`src/rtl/mips_mem_arbiter.sv`:
```
// Round-robin arbiter that shares one single-port memory between instruction fetch and data access.
// Each grant runs WAIT_CYC strobe cycles and then returns a one-cycle ack to the winning port.
module mips_mem_arbiter #(
    parameter int unsigned ADDR_W   = 32,
    parameter int unsigned DATA_W   = 32,
    parameter int unsigned WAIT_CYC = 2
) (
    input  logic              clk,
    input  logic              rst,
    input  logic              if_req,
    input  logic [ADDR_W-1:0] if_adr,
    output logic [DATA_W-1:0] if_rdata,
    output logic              if_ack,
    input  logic              dm_req,
    input  logic              dm_we,
    input  logic [ADDR_W-1:0] dm_adr,
    input  logic [DATA_W-1:0] dm_wdata,
    output logic [DATA_W-1:0] dm_rdata,
    output logic              dm_ack,
    output logic [ADDR_W-1:0] mem_adr,
    output logic [DATA_W-1:0] mem_wdata,
    output logic              mem_rd,
    output logic              mem_wr,
    input  logic [DATA_W-1:0] mem_rdata
);

    typedef enum logic [1:0] {StIdle, StAccess, StDone} state_t;

    state_t     state;
    logic [3:0] cnt;
    logic       last_dm;
    logic       gnt_dm;
    logic       gnt_we;
    logic       pick_dm;
    logic       any_req;

    // On a tie the port that did not win last time goes first.
    assign pick_dm = dm_req && (!if_req || !last_dm);
    assign any_req = dm_req || if_req;

    always_ff @(posedge clk) begin
        if (rst) begin
            state     <= StIdle;
            cnt       <= '0;
            last_dm   <= 1'b0;
            gnt_dm    <= 1'b0;
            gnt_we    <= 1'b0;
            if_rdata  <= '0;
            dm_rdata  <= '0;
            if_ack    <= 1'b0;
            dm_ack    <= 1'b0;
            mem_adr   <= '0;
            mem_wdata <= '0;
            mem_rd    <= 1'b0;
            mem_wr    <= 1'b0;
        end else begin
            if_ack <= 1'b0;
            dm_ack <= 1'b0;
            unique case (state)
                StIdle: begin
                    if (any_req) begin
                        state   <= StAccess;
                        cnt     <= 4'(WAIT_CYC - 1);
                        last_dm <= pick_dm;
                        gnt_dm  <= pick_dm;
                        if (pick_dm) begin
                            gnt_we    <= dm_we;
                            mem_adr   <= dm_adr;
                            mem_wdata <= dm_wdata;
                            mem_rd    <= !dm_we;
                            mem_wr    <= dm_we;
                        end else begin
                            gnt_we    <= 1'b0;
                            mem_adr   <= if_adr;
                            mem_wdata <= '0;
                            mem_rd    <= 1'b1;
                            mem_wr    <= 1'b0;
                        end
                    end
                end
                StAccess: begin
                    if (cnt == 4'd0) begin
                        state     <= StDone;
                        mem_rd    <= 1'b0;
                        mem_wr    <= 1'b0;
                        mem_adr   <= '0;
                        mem_wdata <= '0;
                        if (!gnt_we) begin
                            if (gnt_dm) dm_rdata <= mem_rdata;
                            else        if_rdata <= mem_rdata;
                        end
                        if (gnt_dm) dm_ack <= 1'b1;
                        else        if_ack <= 1'b1;
                    end else begin
                        cnt <= cnt - 4'd1;
                    end
                end
                StDone: begin
                    state <= StIdle;
                end
                default: begin
                    state <= StIdle;
                end
            endcase
        end
    end

`ifndef SYNTHESIS
    always_ff @(posedge clk) begin
        if (!rst) begin
            assert (!(if_ack && dm_ack));
            assert (!(mem_rd && mem_wr));
        end
    end
`endif

endmodule

```
`config.mk`:
```
export PLATFORM = sky130hd
export DESIGN_NAME = mips_mem_arbiter
export DESIGN_NICKNAME = d
export VERILOG_FILES = /design/src/rtl/mips_mem_arbiter.sv
export SDC_FILE = /design/constraint.sdc
export NUM_CORES = 1
export LEC_CHECK = 0
export ABC_AREA = 1
export CELL_PAD_IN_SITES_DETAIL_PLACEMENT = 2
export CELL_PAD_IN_SITES_GLOBAL_PLACEMENT = 2
export CORE_MARGIN = 4
export CORE_UTILIZATION = 35
export DETAILED_ROUTE_END_ITERATION = 12
export DONT_BUFFER_PORTS = 1
export MAX_ROUTING_LAYER = met4
export PLACE_DENSITY = 0.91
export SYNTH_ARGS = -nofsm -noshare
export SYNTH_HDL_FRONTEND = slang
export SYNTH_SLANG_ARGS = --single-unit
```
`constraint.sdc`:
```
create_clock -name clk -period 3.3 [get_ports clk]
set_input_delay 0.99 -clock clk [delete_from_list [all_inputs] [get_ports clk]]
set_output_delay 0.99 -clock clk [all_outputs]
set_load 0.02 [all_outputs]
```
==> metrics.yaml, run 1 <==
outcome: "finished clean"
track_usage_pct: 22.82
die_area_um2: 17880
setup_viol: 0
crit_path_end_kind: "flip-flop"
relSlewSlack_pct: 41.72
ff_latch_area_um2: 2803
netlist_area_um2: 5530
syn_area_per_cell_um2: 7.789
yosys.area.top_type: "dfxtp_1"
grt.overflow.total: 0
htreeDepth: 4
synthMuxAreaShare_pct: 0
vias_per_cell: 5.487
synthDistinctLibCells: 21
routed_wirelength_mm: 20.05
layout_commonest_cell: "dfxtp_1"
synth_seq_cells: 140
p_per_area_nw_per_um2: 786.8
worst_slew_pin_slew_ns: 0.8711
worstSetupPathType: "reg2reg"
place_ws_ns: 0.8925
endpoint: "if_rdata[8]"
hold_viol: 0
syn_inst: 710
grt_pass1_vias: 5468
r2r_slack_ns: 0.88
period_minus_slack_ns: 2.424
fin_skew_ns: 0.01214
die_y_um: 133.7
wl_per_cell_um: 22.18
start_util_pct: 36.11
grt_pass1_wl_mm: 31.31
cp_top_family: "simple AND/OR/NAND/NOR gates"
utilization_pct: 40.69
critPathArrivalTime_ns: 2.77
yosys.area_share.simple_pct: 23.33
cpPeakStageDelay_ns: 0.51
multi_input_area_um2: 2240
synthAdderAreaFrac_pct: 0.4525
layout-drive-gt1-share_pct: 7.359
r2r-start: "cnt[0]"
final_cell_mix: "140 x dfxtp_1, 81 x nand3_1, 78 x nor2_1, 70 x o21ai_0, 67 x nor3_1"
grt_max_degree: 66
path_clk_slew_ns: 0.06
holdWs_ns: 0.4745
tritoncts: "done"
ys_seq_area_share_pct: 50.68
postRouteAntennaNets: 0
cts_resized: 0
yosys.area.top_type_share_pct: 50.68
period_share_pct: 73.46
routabilityCongestion: 0.8264
critPathMaxFanout: 48
fin_tns_setup_ns: 0
worst-path-stages: 7
die_width_um: 133.7
cp-startpoint: "cnt[0]"
max_clock_freq_mhz: 412.5
numCtsBuffers: 17
synth-compound-area-share_pct: 16.67
cts_buffer_depth: 2
slew_violations: 0
leakage_nw: 2.501
required_ns: 3.65
synth-xor-area-share_pct: 0
ir_worst_vdd_mv: 0.3339
ys_top_cells_by_area: "dfxtp_1 51%, nand3_1 7.3%, o21ai_0 6.3%"
antenna_found_initial: 0
root_buffer: "clkbuf_16"
crit_buf_inv: 2
place_hpwl_mm: 13.97
cpMaxStageDelayCell: "nor2_2"
num-fill-cells: 1734
fp.coreArea_um2: 15310
path_cells: "inv_1 > ha_1 > nand3_4 > nor2_2 > buf_4 > o21ai_0 > nor2_1"
fin_ws_ns: 0.8759
port-buffer-count: 0
drv_cap: 0
start_kind: "flip-flop"
rsz0062_at_grt: "false"
postCtsSetupBuffers: 0
postSynthNetCount: 845
cts_sinks: 140
yosys_warnings: 0
ioPinCount: 265
worst-r2r-cell-count: 7
holdCritPathClass: "reg2reg"
drcViolationCount: 0
drt_first_pass_iters: 4
area_growth_pct: 12.67
num_rows: 45
antennaDiodeCount: 0
r2r_end: "if_rdata[8]"
synth_top_family_by_area: "simple AND/OR/NAND/NOR gates"
finalNetCount: 815
vias: 4960
cts-hold-fix-buffers: 0
clkLatencyLatePin_ns: 0.42
drt_iter0_markers: 243
cell type report:
type	count	area share (%)
timing repair buffer	10	1.205
sequential	140	44.98
clock inverter	10	2.209
tap	211	4.237
multi-input combinational	451	35.94
inverter	60	3.655
clock buffer	22	7.771
where the power goes:
group	internal, mW	switching [mW]	leakage (nW)
registers	1.87	0.351	1.14
clock network	1.27	0.748	0.302
logic	0.182	0.482	1.06
synth_stat cells, drive strengths merged:
cell and instances:
dfxtp 140, o21ai 84, nand3 83, nor2 82, nor3 67, inv 60
nand2 51, a21oi 50, o211ai 32, buf 30, clkbuf 29, ha 2
worst reg2reg max path, delay by kind of cell, from the launching register on:
family | cells | cell delay [ns]
AOI/OAI and AO/OA | 1 | 0.18
adders and majority gates | 1 | 0.25
buffers and inverters | 2 | 0.44
DFF | 1 | 0.33
and+or+nand+nor | 3 | 1.16
cells by family (layout without fill, tap and decap cells):
kind of cell / after synthesis / after routing
buffers and inverters: 119 / 102
AND/OR/NAND/NOR: 283 / 283
AO/OA/AOI/OAI: 166 / 166
flip-flops: 140 / 140
adder cells (fa/ha/maj): 2 / 2
state kept, by name, indices dropped and copies added (netlist names):
name,flops
dm_rdata,32
gnt_we,1
mem_adr,32
state,2
gnt_dm,1
cnt,4
mem_rd,1
if_rdata,32
mem_wdata,32
if_ack,1
dm_ack,1
mem_wr,1
metrics by stage:
step                cell area (um^2)  total power, mW  std cells
floorplan                       5530            2.719        710
global placement                5609            2.848        872
detailed placement              5609            2.922        872
CTS                             6231            4.952        904
global route                    6231            5.144        904
finish                          6231            4.903        904
per-layer routing:
metal  vias to the layer above  wire [um]  GRT usage [%]
li1                       2337          -              -
met1                      2414       7541          23.81
met2                       184      10470          39.89
met3                        25       1718          8.459
met4                         0        314          7.371
met5                         -          0              -
how the worst min path moves through the flow:
stage,from,end,slack (ns),depth (start not counted)
after global routing,gnt_we,gnt_we,0.49,2
after detailed placement,gnt_we,gnt_we,0.46,2
final,gnt_we,gnt_we,0.47,2
after floorplan,gnt_we,gnt_we,0.45,2
after CTS,gnt_we,gnt_we,0.48,2
after global placement,gnt_we,gnt_we,0.45,2
Power figures use the tool's default switching activity.
==> run 2, diff against run 1 <==
- CORE_UTILIZATION: 35 -> 30
- PLACE_DENSITY: 0.91 -> 0.84
- clock period: 3.3 -> 2 ns (I/O delays scaled with it)
==> metrics.yaml, run 2 (same netlist as run 1, synthesis figures left out) <==
outcome: "finished clean"
routabilityCongestion: 0.7683
worst-r2r-cell-count: 5
crit_path_end_kind: "flip-flop"
max_clock_freq_mhz: 598.8
cts_resized: 0
cpPeakStageDelay_ns: 0.34
holdWs_ns: 0.2622
cts_sinks: 140
postCtsSetupBuffers: 0
top_usage_layer: "met2"
worst_slew_pin_slew_ns: 0.4672
htreeDepth: 4
port-buffer-count: 0
tritoncts: "done"
cpMaxStageDelayCell: "dfxtp_1"
root_buffer: "clkbuf_16"
final_cell_mix: "140 x dfxtp_1, 81 x nand3_1, 78 x nor2_1, 70 x o21ai_0, 67 x nor3_1"
grt.overflow.total: 0
wl_per_cell_um: 21.69
die_y_um: 143.8
postRouteAntennaNets: 0
grt_pass1_vias: 5448
clkLatencyLatePin_ns: 0.42
grt_use_met1_pct: 20.60
num_rows: 49
drv_cap: 0
antennaDiodeCount: 0
path_cells: "nor2_1 > o21ai_4 > inv_4 > nand3_4 > o21ai_0"
vias: 4992
routed_wirelength_mm: 20.08
numCtsBuffers: 17
hold_viol: 0
vias_per_cell: 5.391
grt_max_degree: 65
worstSetupPathType: "reg2reg"
fin_tns_setup_ns: 0
p_per_area_nw_per_um2: 1247
path_clk_slew_ns: 0.06
die_area_um2: 20670
antenna_found_initial: 0
rsz0062_at_grt: "false"
drt_iter0_markers: 183
slew_violations: 0
period_share_pct: 83.50
ir_worst_vdd_mv: 0.5636
start_kind: "flip-flop"
fin_ws_ns: 0.3300
ioPinCount: 265
drcViolationCount: 0
leakage_nw: 2.488
critPathMaxFanout: 36
use_met3_pct: 7.488
fp.coreArea_um2: 18020
relSlewSlack_pct: 68.78
cts_buffer_depth: 2
setup_viol: 0
holdCritPathClass: "in2reg"
place_hpwl_mm: 14.22
grt_pass1_wl_mm: 30.75
layout_commonest_cell: "dfxtp_1"
drt_first_pass_iters: 4
fin_skew_ns: 0.009844
hold-path-cell-count: 1
layout-drive-gt1-share_pct: 7.747
period_minus_slack_ns: 1.670
die_width_um: 143.8
globalRouteMet2Util_pct: 33.62
total_power_mw: 7.791
track_usage_pct: 19.55
cts-hold-fix-buffers: 0
critPathArrivalTime_ns: 1.98
place_ws_ns: 0.1863
finalNetCount: 819
required_ns: 2.31
start_util_pct: 30.68
area_growth_pct: 13.01
==> run 2: cell count changes in the layout (fill, tap and decap cells not counted) <==
| cell | delta |
|---|---|
| clkbuf_8 | -4 |
| buf_12 | +3 |
| clkinvlp_4 | +3 |
| inv_6 | +3 |
| bufinv_16 | -2 |
| buf_4 | +1 |
| clkbuf_1 | +1 |
| clkinv_4 | -1 |
==> run 2: metrics by stage <==
stage | cells | cell area, um^2 | utilization (%)
after floorplan | 710 | 5530 | -
after global placement | 894 | 5699 | 31.62
after detailed placement | 894 | 5699 | 31.62
after CTS | 926 | 6250 | 34.67
after global routing | 926 | 6250 | 34.67
final | 926 | 6250 | 34.67
==> run 2: critical path: cells and delay by family, from the launching register on <==
kind	cells	cell delay, ns
flops	1	0.34
compound gates	2	0.41
buf+inv	1	0.32
simple gates	2	0.49
==> run 2: power by group <==
group          internal, mW  leakage [nW]  switching [mW]
registers              3.09          1.14           0.568
clock network          1.72         0.256            1.28
logic                 0.334          1.09           0.807
==> run 2: cell type report <==
| class | instances | area (um^2) |
|---|---|---|
| clock inverters | 13 | 117.6 |
| repair buffers | 14 | 142.6 |
| multi-input cells | 451 | 2240 |
| inverters | 60 | 227.7 |
| flip-flops and latches | 140 | 2803 |
| fillers | 2090 | 11780 |
| clock buffers | 19 | 432.9 |
| well taps | 229 | 286.5 |
==> run 2: path summary, 6_finish.rpt <==
check           start  slack [ns]       endpoint
max          state[1]        0.33  mem_wdata[16]
min               rst        0.26    mem_adr[30]
max reg2reg  state[1]        0.33  mem_wdata[16]
min reg2reg    gnt_we        0.47         gnt_we
==> run 2: layer usage <==
| layer | share of wire (%) | wire, um | vias up |
|---|---|---|---|
| met5 | 0 | 0 | - |
| met4 | 2.0 | 407 | 0 |
| met3 | 9.2 | 1849 | 29 |
| met2 | 51 | 10210 | 186 |
| met1 | 38 | 7618 | 2437 |
| li1 | - | - | 2340 |
==> run 3, diff against run 2 <==
- CORE_UTILIZATION: 30 -> 33
- PLACE_DENSITY: 0.84 -> 0.87
- clock period: 2 -> 1.7 ns (I/O delays scaled with it)
==> metrics.yaml, run 3 (same netlist as run 1, synthesis figures left out) <==
dp_cells: 887
area_growth_pct: 16.31
start_kind: "flip-flop"
p_int_mw: 6.534
cts-hold-fix-buffers: 0
routed_wirelength_mm: 19.61
relSlewSlack_pct: 73.63
max_clock_freq_mhz: 624.0
cpMaxStageDelayCell: "dfxtp_1"
p_sw_mw: 3.068
utilization_pct: 38.93
p_clk_share_pct: 39.9
root_buffer: "clkbuf_16"
ir_worst_vdd_mv: 0.6326
ioPinCount: 265
critPathMaxFanout: 31
routabilityCongestion: 0.7773
cts_buffer_depth: 2
total_power_mw: 9.602
layout_commonest_cell: "dfxtp_1"
place_area_um2: 5766
port-buffer-count: 0
leakage_nw: 2.589
die_width_um: 137.5
num_rows: 47
postRouteAntennaNets: 0
path_clk_slew_ns: 0.06
holdWs_ns: 0.1791
vias: 5050
period_minus_slack_ns: 1.603
wl_per_cell_um: 21.29
die_y_um: 137.5
start_util_pct: 33.47
seqPwrFrac_pct: 44.8
place_hpwl_mm: 13.92
holdCritPathClass: "in2reg"
drt_iter0_markers: 173
critPathArrivalTime_ns: 1.89
p_comb_share_pct: 15.3
path_cells: "inv_1 > ha_2 > nand3_4 > buf_12 > buf_12 > nor3_1 > nor2_1"
place_ws_ns: -0.05966
vias_per_cell: 5.483
slew_violations: 0
numCtsBuffers: 17
antenna_found_initial: 0
crit_buf_inv: 3
antennaDiodeCount: 0
hold_viol: 0
required_ns: 1.99
drcViolationCount: 0
finalInstanceArea_um2: 6432
cpMostUsedCell: "buf_12"
period_share_pct: 94.27
fp.coreArea_um2: 16520
fin_ws_ns: 0.09741
drv_cap: 0
grt_pass1_wl_mm: 30.15
num-fill-cells: 1853
clkLatencyLatePin_ns: 0.41
cpPeakStageDelay_ns: 0.33
htreeDepth: 4
grt.overflow.total: 0
outcome: "finished clean"
crit_path_end_kind: "flip-flop"
cts_sinks: 140
grt_pass1_vias: 5661
p_per_area_nw_per_um2: 1493
grt_max_degree: 65
track_usage_pct: 20.87
finalNetCount: 824
die_area_um2: 18890
layout-drive-gt1-share_pct: 8.845
drt_first_pass_iters: 4
final_cells: 921
final_cell_mix: "140 x dfxtp_1, 81 x nand3_1, 78 x nor2_1, 70 x o21ai_0, 67 x nor3_1"
fin_skew_ns: 0.007218
fin_tns_setup_ns: 0
p_sw_share_pct: 31.95
worst_slew_pin_slew_ns: 0.3956
tritoncts: "done"
cp_top_family: "buffers and inverters"
worstSetupPathType: "reg2reg"
setup_viol: 0
run 3: path summary, 6_finish.rpt:
check,startpoint,to,slack (ns),cells after the start
max,cnt[0],dm_rdata[28],0.1,7
min reg2reg,gnt_we,gnt_we,0.50,2
max reg2reg,cnt[0],dm_rdata[28],0.1,7
min,rst,if_ack,0.18,1
run 3: power by group through the flow:
stage          registers, mW  logic, mW  clock network [mW]
3_5_place_dp            4.38       1.40                   0
2_1_floorplan           4.25       1.02                   0
5_1_grt                 4.35       1.65                4.12
3_3_place_gp            4.36       1.28                   0
4_1_cts                 4.31       1.43                3.93
6_report                4.31       1.47                3.83
run 3: cell type report:
type / count / area [um^2] / share of cell area (%)
multi-input combinational: 451 / 2245 / 34.90
clock buffer: 20 / 466.7 / 7.255
sequential: 140 / 2803 / 43.57
inverter: 60 / 232.7 / 3.618
timing repair buffer: 19 / 267.8 / 4.163
clock inverter: 11 / 142.6 / 2.217
tap: 220 / 275.3 / 4.279
run 3: routing by layer:
| metal | global-route usage (%) | part of all wire [%] | up-vias |
|---|---|---|---|
| met1 | 21.93 | 37 | 2456 |
| met2 | 35.06 | 50 | 209 |
| met4 | 7.317 | 2.2 | 0 |
| met5 | - | 0 | - |
| li1 | - | - | 2348 |
| met3 | 8.985 | 11 | 37 |
run 3: repair_timing:
action,in CTS,in global routing
pin swaps,1,0
gates cloned,0,1
gates resized for setup,0,6
setup buffers,2,0
setup endpoints to repair,24,47
